`src/rtl/ram_param.sv`:
```
// Parametrised single-port synchronous RAM with a registered read, a read-valid strobe
// and a one-word-per-cycle clear sweep that holds off requests while busy.
module ram_param #(
    parameter int unsigned DATA_WIDTH = 8,
    parameter int unsigned ADDR_WIDTH = 2
) (
    input  logic                  clk,
    input  logic                  rst,
    input  logic                  en,
    input  logic                  r_w,
    input  logic [ADDR_WIDTH-1:0] address,
    input  logic [DATA_WIDTH-1:0] data_in,
    input  logic                  clear,
    output logic [DATA_WIDTH-1:0] data_out,
    output logic                  valid,
    output logic                  busy
);

    localparam int unsigned DEPTH = 2 ** ADDR_WIDTH;
    // DEPTH-1 is all ones, so the sweep ends exactly at the last word.
    localparam logic [ADDR_WIDTH-1:0] PtrLast = '1;

    typedef enum logic [0:0] {StIdle, StClear} state_e;

    state_e                state_q, state_d;
    logic [ADDR_WIDTH-1:0] ptr_q, ptr_d;
    logic [DATA_WIDTH-1:0] data_out_q, data_out_d;
    logic                  valid_q, valid_d;
    logic                  busy_q, busy_d;
    logic [DATA_WIDTH-1:0] mem_q [DEPTH];
    logic [DATA_WIDTH-1:0] mem_d [DEPTH];

    logic                  we;
    logic [ADDR_WIDTH-1:0] waddr;
    logic [DATA_WIDTH-1:0] wdata;

    always_comb begin
        state_d    = state_q;
        ptr_d      = ptr_q;
        data_out_d = data_out_q;
        valid_d    = 1'b0;
        busy_d     = busy_q;
        we         = 1'b0;
        waddr      = address;
        wdata      = data_in;

        unique case (state_q)
            StIdle: begin
                // A clear on the same edge as a request wins; the request is dropped.
                if (clear) begin
                    state_d = StClear;
                    ptr_d   = '0;
                    busy_d  = 1'b1;
                end else if (en) begin
                    if (r_w) begin
                        we = 1'b1;
                    end else begin
                        data_out_d = mem_q[address];
                        valid_d    = 1'b1;
                    end
                end
            end
            StClear: begin
                we    = 1'b1;
                waddr = ptr_q;
                wdata = '0;
                if (ptr_q == PtrLast) begin
                    state_d = StIdle;
                    busy_d  = 1'b0;
                end else begin
                    ptr_d = ptr_q + 1'b1;
                end
            end
            default: state_d = StIdle;
        endcase
    end

    always_comb begin
        mem_d = mem_q;
        if (we) begin
            mem_d[waddr] = wdata;
        end
    end

    always_ff @(posedge clk) begin
        if (rst) begin
            state_q    <= StIdle;
            ptr_q      <= '0;
            data_out_q <= '0;
            valid_q    <= 1'b0;
            busy_q     <= 1'b0;
            mem_q      <= '{default: '0};
        end else begin
            state_q    <= state_d;
            ptr_q      <= ptr_d;
            data_out_q <= data_out_d;
            valid_q    <= valid_d;
            busy_q     <= busy_d;
            mem_q      <= mem_d;
        end
    end

    assign data_out = data_out_q;
    assign valid    = valid_q;
    assign busy     = busy_q;

endmodule

```
`config.mk`:
```
export PLATFORM = sky130hd
export DESIGN_NAME = ram_param
export DESIGN_NICKNAME = d
export VERILOG_FILES = /design/src/rtl/ram_param.sv
export SDC_FILE = /design/constraint.sdc
export NUM_CORES = 1
export LEC_CHECK = 0
export BUFFER_PORTS_ARGS = -buffer_cell sky130_fd_sc_hd__buf_4
export CAP_MARGIN = 15
export CORE_MARGIN = 4
export CORE_UTILIZATION = 51
export DETAILED_ROUTE_END_ITERATION = 8
export PLACE_DENSITY = 0.74
export SETUP_SLACK_MARGIN = 0.1
export SLEW_MARGIN = 15
export SYNTH_ARGS = -nofsm -noshare
export SYNTH_HDL_FRONTEND = slang
export SYNTH_SLANG_ARGS = --single-unit
export TNS_END_PERCENT = 1
```
`constraint.sdc`:
```
create_clock -name clk -period 1.48 [get_ports clk]
set_clock_uncertainty 0.1 [all_clocks]
set_input_delay 0 -clock clk [delete_from_list [all_inputs] [get_ports clk]]
set_output_delay 0 -clock clk [all_outputs]
set_load 0.02 [all_outputs]
```
==> After elaboration in Yosys (flattened, before gate mapping) <==
Cells that the tools add are included.
{ "totals": {"output_inout_bits": 10, "register_bits": 45, "wordCells": 50, "input_bits": 15} }
{ "op_classes": {"n_lt_le_gt_ge": 3, "n_eq_ne": 4, "n_bitwise": 6, "mux": 22, "reduce_logical": 5, "addsub": 1} }
{ "ops": {"columns": ["cell", "n"], "rows": [
  ["32-bit bitwise mux", 1],
  ["8-bit 2-to-1 mux", 4],
  ["8-bit binary-select mux with 2-bit select", 1],
  ["8-bit demux with 2-bit select", 1],
  ["1-bit 2-to-1 mux", 8],
  ["3-bit greater-or-equal comparator, second input constant", 2],
  ["2-bit 2-to-1 mux", 3],
  ["2-bit NOT with 3-bit output", 2],
  ["1-bit one-hot mux with 2 select lines", 3],
  ["2-bit inequality test, second input constant", 2],
  ["1-bit NOT", 4],
  ["2-bit one-hot mux with 2 select lines", 1],
  ["2-bit AND reduction", 2],
  ["4-bit AND reduction", 1],
  ["4-bit OR reduction", 1],
  ["3-bit by 1-bit < comparator with 1-bit output, second input constant", 1],
  ["2-bit by 1-bit adder with 2-bit output, second input constant", 1],
  ["2-bit == test, second input constant", 1],
  ["2-bit by 1-bit inequality test with 1-bit output, second input constant", 1],
  ["1-bit logical AND", 1]
]} }

==> Logic depth before layout (Yosys ltp) <==
Gate-level depths: netlist of run 1.
{ "depth": {"depth_word": 7, "depth_mapped": 6, "ltp_nobuf": 4} }

==> Least setup slack after synthesis of run 1 <==
OpenSTA, ideal clock, no wires.
{ "synth_timing": {"kind": "register -> register", "start": "register state_q", "end": "register mem_q[9] (netlist bit)", "path_stages_with_launch": 6, "synth_period_minus_slack_ns": 1.407, "setup_ns": 0.116, "slack_ns": 0.073, "t_arrival_ns": 1.192, "cell_sequence": "dfxtp_1 nand2b_1 clkbuf_1 or2_0 buf_2 a31o_1"} }
{ "synth_via": {"elab_chain_len": 7} }
{ "synth_rtl": {"columns": ["element", "line", "rtl"], "rows": [
  ["start: declaration", "25", "state_e state_q, state_d;"],
  ["start signal: assignment", "87", "state_q <= StIdle;"],
  ["start signal: assignment", "94", "state_q <= state_d;"],
  ["2-bit 2-to-1 mux", "47", "unique case (state_q)"],
  ["2-bit NOT with 3-bit output (implied by the code)", "81", "mem_d[waddr] = wdata;"],
  ["3-bit greater-or-equal comparator (implied by the code) or 3-bit by 1-bit < comparator with 1-bit output (tied branches)", "81", null],
  ["1-bit logical AND (implied by the code)", "81", null],
  ["8-bit 2-to-1 mux (implied by the code)", "81", null],
  ["8-bit demux with 2-bit select", "81", null],
  ["32-bit bitwise mux", "81", null],
  ["end signal: assignment", "99", "mem_q <= mem_d;"],
  ["end: declaration", "30", "logic [DATA_WIDTH-1:0] mem_q [DEPTH];"]
]} }
Several ways; a longest one is shown, not always the timed one.
A chain may end at the register's enable or synchronous reset.

==> Final worst setup path of run 1 <==
{ "layout_timing": {"start": "register state_q", "end": "register mem_q[8] (netlist bit)"} }
The elaborated chain is that of the path after synthesis.

==> results of run 1 <==
==> cell families after synthesis <==
| kind of cell | Yosys count | synth area share (%) |
|---|---|---|
| compound gates | 41 | 16.9 |
| fa+ha+maj | 1 | 0.628 |
| buf+inv | 17 | 5.15 |
| flops | 45 | 45.3 |
| mux | 16 | 14.2 |
| simple gates | 59 | 17.9 |
==> power groups by stage <==
stage / sequential (W) / combinational [W] / clock (W)
2_1_floorplan: 0.00126 / 0.000128 / 0
3_3_place_gp: 0.00126 / 0.000234 / 0
3_5_place_dp: 0.00126 / 0.000239 / 0
4_1_cts: 0.00123 / 0.000257 / 0.000796
5_1_grt: 0.00124 / 0.000302 / 0.000859
6_report: 0.00124 / 0.000286 / 0.000787
==> registers in the layout, indices dropped and copies added, names as in the netlist <==
register	cells
mem_q	32
data_out	8
ptr_q	2
busy	1
state_q	1
valid	1
==> how the worst max path moves through the flow <==
| stage | from | to | slack [ns] | depth (start not counted) |
|---|---|---|---|---|
| after floorplan | state_q$_SDFF_PP0_ | mem_q[19]$_SDFFE_PP0P_ | 0.08 | 5 |
| final | state_q$_SDFF_PP0_ | mem_q[8]$_SDFFE_PP0P_ | 0.08 | 4 |
| after CTS | state_q$_SDFF_PP0_ | mem_q[30]$_SDFFE_PP0P_ | 0.03 | 4 |
| after global routing | state_q$_SDFF_PP0_ | mem_q[9]$_SDFFE_PP0P_ | 0.02 | 4 |
| after global placement | state_q$_SDFF_PP0_ | mem_q[24]$_SDFFE_PP0P_ | 0.02 | 4 |
| after detailed placement | state_q$_SDFF_PP0_ | mem_q[16]$_SDFFE_PP0P_ | -0.02 | 4 |
==> worst reg2reg max path: stages (launching register included) <==
cell	delay, ns
dfxtp_4	0.37
buf_6	0.14
or3b_4	0.43
nor3_1	0.18
a31o_1	0.12
==> what timing repair did <==
action	4_1_cts	5_1_grt
setup endpoints to repair	38	42
hold buffers	2	0
gates cloned	0	0
hold endpoints to repair	4	0
gates resized for setup	16	24
pin swaps	0	8
==> metal layers <==
layer  global-route usage [%]  wire length (um)
met4                     5.74               122
met3                     5.76               456
met1                     26.2              2040
met2                     36.8              2610
met5                        0                 0
==> area by class of cell <==
type,count,area (um2),share of cell area [%]
Multi-Input combinational cell,117,1130,44.0
Sequential cell,45,905,35.2
Timing Repair Buffer,46,374,14.6
Clock inverter,1,7.51,0.292
Clock buffer,6,82.6,3.21
Tap cell,48,60.1,2.34
Inverter,3,11.3,0.438
==> per-stage QoR <==
stage / cell area [um2] / setup WS (ns) / std cells / hold slack, ns / power [W]
floorplan: 1990 / 0.0756 / 179 / 0.115 / 0.00139
global placement: 2300 / 0.0248 / 257 / 0.212 / 0.00150
detailed placement: 2300 / -0.0242 / 257 / 0.220 / 0.00150
CTS: 2470 / 0.0309 / 266 / 0.00582 / 0.00229
global route: 2570 / 0.0244 / 266 / 0.0497 / 0.00240
finish: 2570 / 0.0840 / 266 / 0.0170 / 0.00231
==> layout by cell type, fill, tap and decap left out, types with 3 or more instances in the layout <==
cell / netlist / final
dfxtp_1: 45 / 44
buf_4: 0 / 40
a31o_1: 21 / 21
nor3_2: 0 / 15
nand2_1: 9 / 9
nor3_1: 25 / 9
or3b_4: 0 / 8
mux2i_1: 8 / 8
a22o_1: 8 / 8
mux4_1: 6 / 6
clkbuf_8: 0 / 6
or2_4: 0 / 4
inv_1: 3 / 3
a21oi_1: 3 / 3
a31oi_1: 3 / 3
a31o_2: 3 / 3
buf_6: 4 / 3
==> flow_summary.yaml, run 1 <==
power_and_ir_drop:
  p_seq_share_pct: 53.5
  p_switching_w: 0.000587
  pwr-share-clk_pct: 34.1
  power_density_nw_per_um2: 899
  p_sw_share_pct: 25.4
  peakVddDrop_v: 0.000528
  p_int_w: 0.00172
  pwr-share-comb_pct: 12.4
  p_leak_nw: 0.982
synth:
  netlist.area_leader.share_pct: 45.3
  ys_top_cells_by_count: "dfxtp_1 (45), nor3_1 (25), a31o_1 (21)"
  yosysUniqueCellTypes: 31
  synth-seq-cells: 45
  ys_warn_count: 0
  synthesis.area_um2: 1990
  synthCells: 179
  synth_edf_count: 0
  ys_seq_area_share_pct: 45.3
  yosysMostFrequentCell: "dfxtp_1"
  syn_avg_cell_area_um2: 11.1
  synth_flop_cell: "dfxtp_1"
  async_flop_share_pct: 0
  synthTopCellsByArea: "dfxtp_1 (45%), a31o_1 (9.2%), mux4_1 (7.9%)"
  syn-num-nets: 195
  yosysTopAreaCell: "dfxtp_1"
layout:
  area_delta_synth_final_pct: 29.1
  finish.utilization_pct: 69.2
  drive_gt1_share_pct: 41.3
  nFillCells: 284
  n_antenna_cell: 0
  nNetsFinal: 234
sta:
  period_needed_ns: 1.40
  drv_slew: 0
  finalHoldViolCount: 0
  tightest_slew_ns: 0.404
  slew_headroom_pct: 73.0
  fin_crit_sh_pct: 94.3
  finalSetupViolCount: 0
  fin_tns_setup_ns: 0
  max_freq_mhz: 716
  rsz0062_at_grt: "yes"
critical_path:
  start_kind: "register"
  critPathMaxStageDelay_ns: 0.42
  cp.arrival_ns: 1.54
  criticalPathCategory: "register to register"
  crit_required_ns: 1.63
  crit_family: "simple AND/OR/NAND/NOR gates"
  rrSetupSlack_ns: 0.08
  reg2reg_to: "mem_q[8]$_SDFFE_PP0P_"
  cpMaxStageDelayCell: "or3b_4"
  crit_chain: "buf_6, or3b_4, nor3_1, a31o_1"
  reg2reg_depth: 4
  path_buf_inv: 1
  path_max_fanout: 8
  r2r_start: "state_q$_SDFF_PP0_"
  endpoint_kind: "register"
grt:
  antenna_found_initial: 0
  grt_pass1_wl_um: 8060
  grt_max_degree: 17
  grt.total_usage_pct: 21.4
  grt_pass1_vias: 1627
  overflow: 0
drt:
  postRouteWirelength_um: 5230
  drt-initial-drc-count: 113
  vias: 1653
  drc: 0
  drtAntennaViolNets: 0
  via_per_inst: 6.21
  wl_per_cell_um: 19.7
  dr.pass1.iters: 4
clock_tree:
  cts.sinks: 45
  cts_root_buf: "clkbuf_8"
  htreeDepth: 2
  clk_pin_slew_worst_paths_ns: 0.08
  cts_buffers: 5
  clockBufferDepth: 2
  worstSkewPairLatency_ns: 0.30
  cts_tree: "yes"
  postCtsSetupRepairBufs: 0
min_path:
  hold_path_end: "state_q$_SDFF_PP0_"
  hold_start: "clear"
  min_path_type: "primary input to register"
  min_path_cells: 3
run:
  cap_violations: 0
outcome:
  outcome: "complete, no violations"
floorplanning:
  ioPinCount: 25
  core-area_um2: 3720
  die_area_um2: 4970
  fp.dieH_um: 70.5
  die_w_um: 70.5
  start_util_pct: 53.6
  num_rows: 22
placed_design:
  dp_hpwl_um: 3580
  numPortBuffers: 24
  gp_congestion: 0.878
(Power assumes the default switching activity.)
==> run 2: changes to the inputs <==
RECOVER_POWER = 100   (was unset)
==> run 2 against run 1 <==
Effect of this change: register-to-register slack worse by 0.03 ns; cell area is 2.7% lower; die area stayed put; count of clock-buffer cells in the layout stayed put; non-clock buffer count stayed put; largest cell class unchanged; maximum frequency is 2.0% lower; global-route usage stayed put; total power is 0.62% lower; via count is 1.5% lower.
==> flow_summary.yaml, run 2 (synthesis gave the netlist of run 1 again) <==
outcome:
  outcome: "complete, no violations"
floorplanning:
  start_util_pct: 53.6
  ioPinCount: 25
  die_w_um: 70.5
  core-area_um2: 3720
  num_rows: 22
  die_area_um2: 4970
  fp.dieH_um: 70.5
critical_path:
  path_max_fanout: 8
  critPathMaxStageDelay_ns: 0.42
  cpMaxStageDelayCell: "or3b_4"
  crit_family: "simple AND/OR/NAND/NOR gates"
  path_buf_inv: 1
  crit_chain: "buf_6, or3b_4, nor3_1, a31o_1"
  start_kind: "register"
  criticalPathCategory: "register to register"
  endpoint_kind: "register"
  crit_required_ns: 1.63
  cp.arrival_ns: 1.57
sta:
  fin_crit_sh_pct: 96.3
  slew_headroom_pct: 72.1
  finalSetupViolCount: 0
  tightest_slew_ns: 0.418
  max_freq_mhz: 702
  rsz0062_at_grt: "yes"
  period_needed_ns: 1.42
  drv_slew: 0
  finalHoldViolCount: 0
  layout_setup_ws_ns: 0.0550
power_and_ir_drop:
  p_leak_nw: 0.931
  peakVddDrop_v: 0.000530
  power_density_nw_per_um2: 918
grt:
  grt_max_degree: 17
  antenna_found_initial: 0
  grt_pass1_vias: 1627
  grt.total_usage_pct: 21.4
  grt_pass1_wl_um: 8060
  overflow: 0
placed_design:
  numPortBuffers: 24
  pre_cts_ws_ns: -0.0242
  dp_hpwl_um: 3580
  gp_congestion: 0.878
  placed_area_um2: 2300
drt:
  dr.pass1.iters: 4
  wl_per_cell_um: 19.5
  postRouteWirelength_um: 5190
  drtAntennaViolNets: 0
  vias: 1628
  via_per_inst: 6.12
  drc: 0
  drt-initial-drc-count: 103
clock_tree:
  cts.sinks: 45
  cts_buffers: 5
  cts_root_buf: "clkbuf_8"
  postCtsSetupRepairBufs: 0
  clk_pin_slew_worst_paths_ns: 0.08
  cts_tree: "yes"
  clockBufferDepth: 2
  worstSkewPairLatency_ns: 0.30
  htreeDepth: 2
layout:
  drive_gt1_share_pct: 34.4
  largest_reg_flops: 32
  n_antenna_cell: 0
  nFillCells: 307
  final_cell_mix: "dfxtp_1 (44), buf_4 (29), a31o_1 (21), nor3_2 (12), nor3_1 (12)"
  multiInputGateArea_um2: 1100
  seq_area_um2: 905
  regMostFlops: "mem_q"
  nNetsFinal: 234
  area_delta_synth_final_pct: 25.6
  final_cell_area_um2: 2500
  mostFrequentLayoutCell: "dfxtp_1"
min_path:
  min_path_type: "primary input to register"
run:
  cap_violations: 0
[run 2: area by class of cell]
class                      instances  share of cell area, %
clock buffer                       6                   3.30
timing repair buffer              46                   13.4
inverter                           3                  0.450
sequential                        45                   36.2
multi-input combinational        117                   44.0
tap                               48                   2.40
clock inverter                     1                  0.300
[run 2: power by group]
| group | switching (W) | total, W | internal [W] |
|---|---|---|---|
| Clock | 0.000415 | 0.000785 | 0.000369 |
| Sequential | 0.0000129 | 0.00124 | 0.00122 |
| Combinational | 0.000152 | 0.000275 | 0.000123 |
[run 2: worst register-to-register path: cells and delay by family (launching register included)]
family / cells / cell delay (ns)
flops: 1 / 0.37
simple gates: 2 / 0.64
compound gates: 1 / 0.13
buf+inv: 1 / 0.14
[run 2: metrics by stage]
stage	instances	total power (W)	TNS [ns]	utilization, %	hold WS, ns
after floorplan	179	0.00139	0	-	0.115
after global placement	257	0.00150	0	62.0	0.212
after detailed placement	257	0.00150	-0.0404	62.0	0.220
after CTS	266	0.00229	0	66.4	0.00582
after global routing	266	0.00239	0	67.3	0.0398
final	266	0.00230	0	67.3	0.00158
[run 2: worst paths after layout]
kind	end	cells after the start	slack, ns	startpoint
max	mem_q[16]$_SDFFE_PP0P_	4	0.06	state_q$_SDFF_PP0_
min	state_q$_SDFF_PP0_	3	0.002	clear
max reg2reg	mem_q[16]$_SDFFE_PP0P_	4	0.06	state_q$_SDFF_PP0_
min reg2reg	mem_q[2]$_SDFFE_PP0P_	2	0.37	mem_q[2]$_SDFFE_PP0P_
[run 2: routing by layer]
layer | up-vias | share of wire [%] | GRT usage, %
li1 | 762 | - | -
met1 | 778 | 40 | 26.2
met2 | 70 | 51 | 36.8
met3 | 18 | 6.6 | 5.76
met4 | 0 | 2.2 | 5.74
met5 | - | 0 | 0
[run 2: what timing repair did]
item | 4_1_cts | 5_1_grt
gates resized for setup | 16 | 24
gates cloned | 0 | 0
endpoints found under the hold margin | 4 | 0
hold buffers | 2 | 0
pin swaps | 0 | 8
setup endpoints to repair | 38 | 42
==> run 3: changes to the inputs <==
ABC_AREA = 1   (was unset)
CORE_UTILIZATION = 52   (was 51)
PLACE_DENSITY = 0.75   (was 0.74)
==> run 3 against run 2 <==
Effect of this change: via count grew 38%; combinational power is 94% higher; global-route usage decreased by 0.14 points; maximum frequency up 1.3%; clock power rose by 22%; core utilization down 1.4 points; register-to-register slack gained 0.02 ns; critical endpoint is now mem_q[8]$_SDFFE_PP0P_.
==> flow_summary.yaml, run 3 <==
clock_tree:
  cts.sinks: 45
  cts_root_buf: "clkbuf_8"
  clk_pin_slew_worst_paths_ns: 0.09
  htreeDepth: 2
  worstSkewPairLatency_ns: 0.31
  cts_tree: "yes"
  clockBufferDepth: 2
  cts_buffers: 5
floorplanning:
  fp.dieH_um: 74.5
  core-area_um2: 4140
  start_util_pct: 55.4
  ioPinCount: 25
  die_w_um: 74.5
  die_area_um2: 5550
  num_rows: 23
drt:
  vias: 2239
  dr.pass1.iters: 6
  drt-initial-drc-count: 212
  postRouteWirelength_um: 5700
  drc: 0
  via_per_inst: 5.15
  drtAntennaViolNets: 0
  wl_per_cell_um: 13.1
min_path:
  min_path_type: "primary input to register"
  min_path_cells: 5
power_and_ir_drop:
  peakVddDrop_v: 0.000530
  p_leak_nw: 1.31
  pwr-share-comb_pct: 19.0
  pwr-share-clk_pct: 34.2
  p_int_w: 0.00198
  p_switching_w: 0.000826
  p_seq_share_pct: 46.8
  p_sw_share_pct: 29.4
  power_density_nw_per_um2: 1030
grt:
  grt_max_degree: 33
  grt.total_usage_pct: 21.3
  grt_pass1_wl_um: 9050
  grt_pass1_vias: 1969
  overflow: 0
  antenna_found_initial: 0
sta:
  whs_ns: 0.0272
  rsz0062_at_grt: "yes"
  tightest_slew_ns: 0.402
  drv_slew: 0
  slew_headroom_pct: 73.1
  period_needed_ns: 1.41
  layout_setup_ws_ns: 0.0736
  finalSetupViolCount: 0
  fin_crit_sh_pct: 95.0
  max_freq_mhz: 711
  finalHoldViolCount: 0
placed_design:
  gp_congestion: 0.879
  dp_hpwl_um: 3780
  pre_cts_ws_ns: -0.0242
  numPortBuffers: 24
synth:
  ys_seq_area_share_pct: 39.2
  synth_flop_cell: "dfxtp_1"
  ys_top_cells_by_count: "nor2_1 (100), nand2_1 (73), dfxtp_1 (45)"
  yosysTopAreaCell: "dfxtp_1"
  yosysMostFrequentCell: "nor2_1"
  yosysUniqueCellTypes: 24
  async_flop_share_pct: 0
  synthesis.area_um2: 2300
  syn-num-nets: 362
  ys_warn_count: 0
  synthCells: 346
  netlist.area_leader.share_pct: 39.2
  synthTopCellsByArea: "dfxtp_1 (39%), nor2_1 (16%), nand2_1 (12%)"
  synth_edf_count: 0
  synth-seq-cells: 45
  syn_avg_cell_area_um2: 6.64
layout:
  nNetsFinal: 400
  drive_gt1_share_pct: 14.8
  n_antenna_cell: 0
  seq_area_um2: 905
  multiInputGateArea_um2: 1180
  regMostFlops: "mem_q"
  mostFrequentLayoutCell: "nor2_1"
  largest_reg_flops: 32
  final_cell_mix: "nor2_1 (99), nand2_1 (72), dfxtp_1 (44), inv_1 (33), buf_4 (23)"
  nFillCells: 405
  area_delta_synth_final_pct: 18.9
critical_path:
  cp.depth: 8
  critPathMaxStageDelay_ns: 0.38
  criticalPathCategory: "register to register"
  crit_chain: "inv_8, nand2_2, nand2_4, buf_6, nand2_4, nor2_4, nor2_1, nor2_1"
  start_kind: "register"
  path_buf_inv: 2
  cpMaxStageDelayCell: "dfxtp_4"
  crit_required_ns: 1.62
  cp.arrival_ns: 1.55
  endpoint_kind: "register"
  reg2reg_depth: 8
  path_max_fanout: 8
  crit_family: "simple AND/OR/NAND/NOR gates"
run:
  cap_violations: 0
outcome:
  outcome: "complete, no violations"
[run 3: cell count changes after synthesis, moves of 6 or more]
cell	delta
a21oi_1	+6
a22o_1	-8
a31o_1	-21
inv_1	+30
mux2i_1	-8
mux4_1	-6
nand2_1	+64
nand3_1	+17
nand4_1	+15
nor2_1	+97
nor3_1	-25
o21ai_0	+12
or3b_2	-6
[run 3: cell families (layout without fill, tap and decap cells)]
group / after synthesis / after routing / synth area share (%)
adder cells (fa/ha/maj): 1 / 1 / 0.545
AND/OR/NAND/NOR: 223 / 223 / 43.9
buffers and inverters: 51 / 90 / 10.3
flip-flops: 45 / 45 / 39.2
AO/OA/AOI/OAI: 26 / 26 / 5.99
[run 3: final timing paths]
| kind | start | endpoint | slack [ns] |
|---|---|---|---|
| worst max-delay path | state_q$_SDFF_PP0_ | mem_q[8]$_SDFFE_PP0P_ | 0.07 |
| worst min-delay path | data_in[5] | mem_q[13]$_SDFFE_PP0P_ | 0.03 |
| worst max register to register | state_q$_SDFF_PP0_ | mem_q[8]$_SDFFE_PP0P_ | 0.07 |
| worst min register to register | busy$_SDFFE_PP0P_ | busy$_SDFFE_PP0P_ | 0.39 |
[run 3: repair_timing]
item / in CTS / in global routing
resized for setup: 4 / 9
pin swaps: 1 / 3
hold buffers: 7 / 0
gates cloned: 0 / 1
setup buffers: 0 / 3
endpoints found under the setup margin: 27 / 34
endpoints found under the hold margin: 17 / 0
[run 3: metrics by stage]
step	area [um2]	std cells	total power, W	TNS (ns)	util [%]
global route	2730	435	0.00292	0	65.9
CTS	2740	431	0.00280	0	66.0
floorplan	2300	346	0.00170	0	-
detailed placement	2540	416	0.00184	-0.0726	61.2
global placement	2540	416	0.00183	0	61.2
finish	2730	435	0.00280	0	65.9
[run 3: routing by layer]
metal,up-vias,GRT usage [%],share of wire (%)
li1,1148,-,-
met1,1004,28.8,46
met2,79,34.0,46
met3,8,3.38,7.0
met4,0,8.10,1.4
met5,-,0,0
[run 3: worst min-delay path, cell delays in order]
cell,delay [ns]
buf_4,0.10
inv_1,0.04
nor2_1,0.09
nor2_1,0.12
nor2_1,0.05
[run 3: layout make-up]
cell class              instances  area share, %
flip-flops and latches         45           33.1
clock buffers                   5           2.52
multi-input cells             250           43.2
clock inverters                 3           1.69
repair buffers                 46           12.0
inverters                      36           5.22
well taps                      50           2.29
[run 3: power groups by stage]
| stage | Combinational, W | Clock [W] | Sequential, W |
|---|---|---|---|
| final | 0.000533 | 0.000958 | 0.00131 |
| after global routing | 0.000590 | 0.00101 | 0.00132 |
| after CTS | 0.000521 | 0.000967 | 0.00131 |
| after detailed placement | 0.000497 | 0 | 0.00134 |
| after global placement | 0.000492 | 0 | 0.00134 |
| after floorplan | 0.000357 | 0 | 0.00134 |
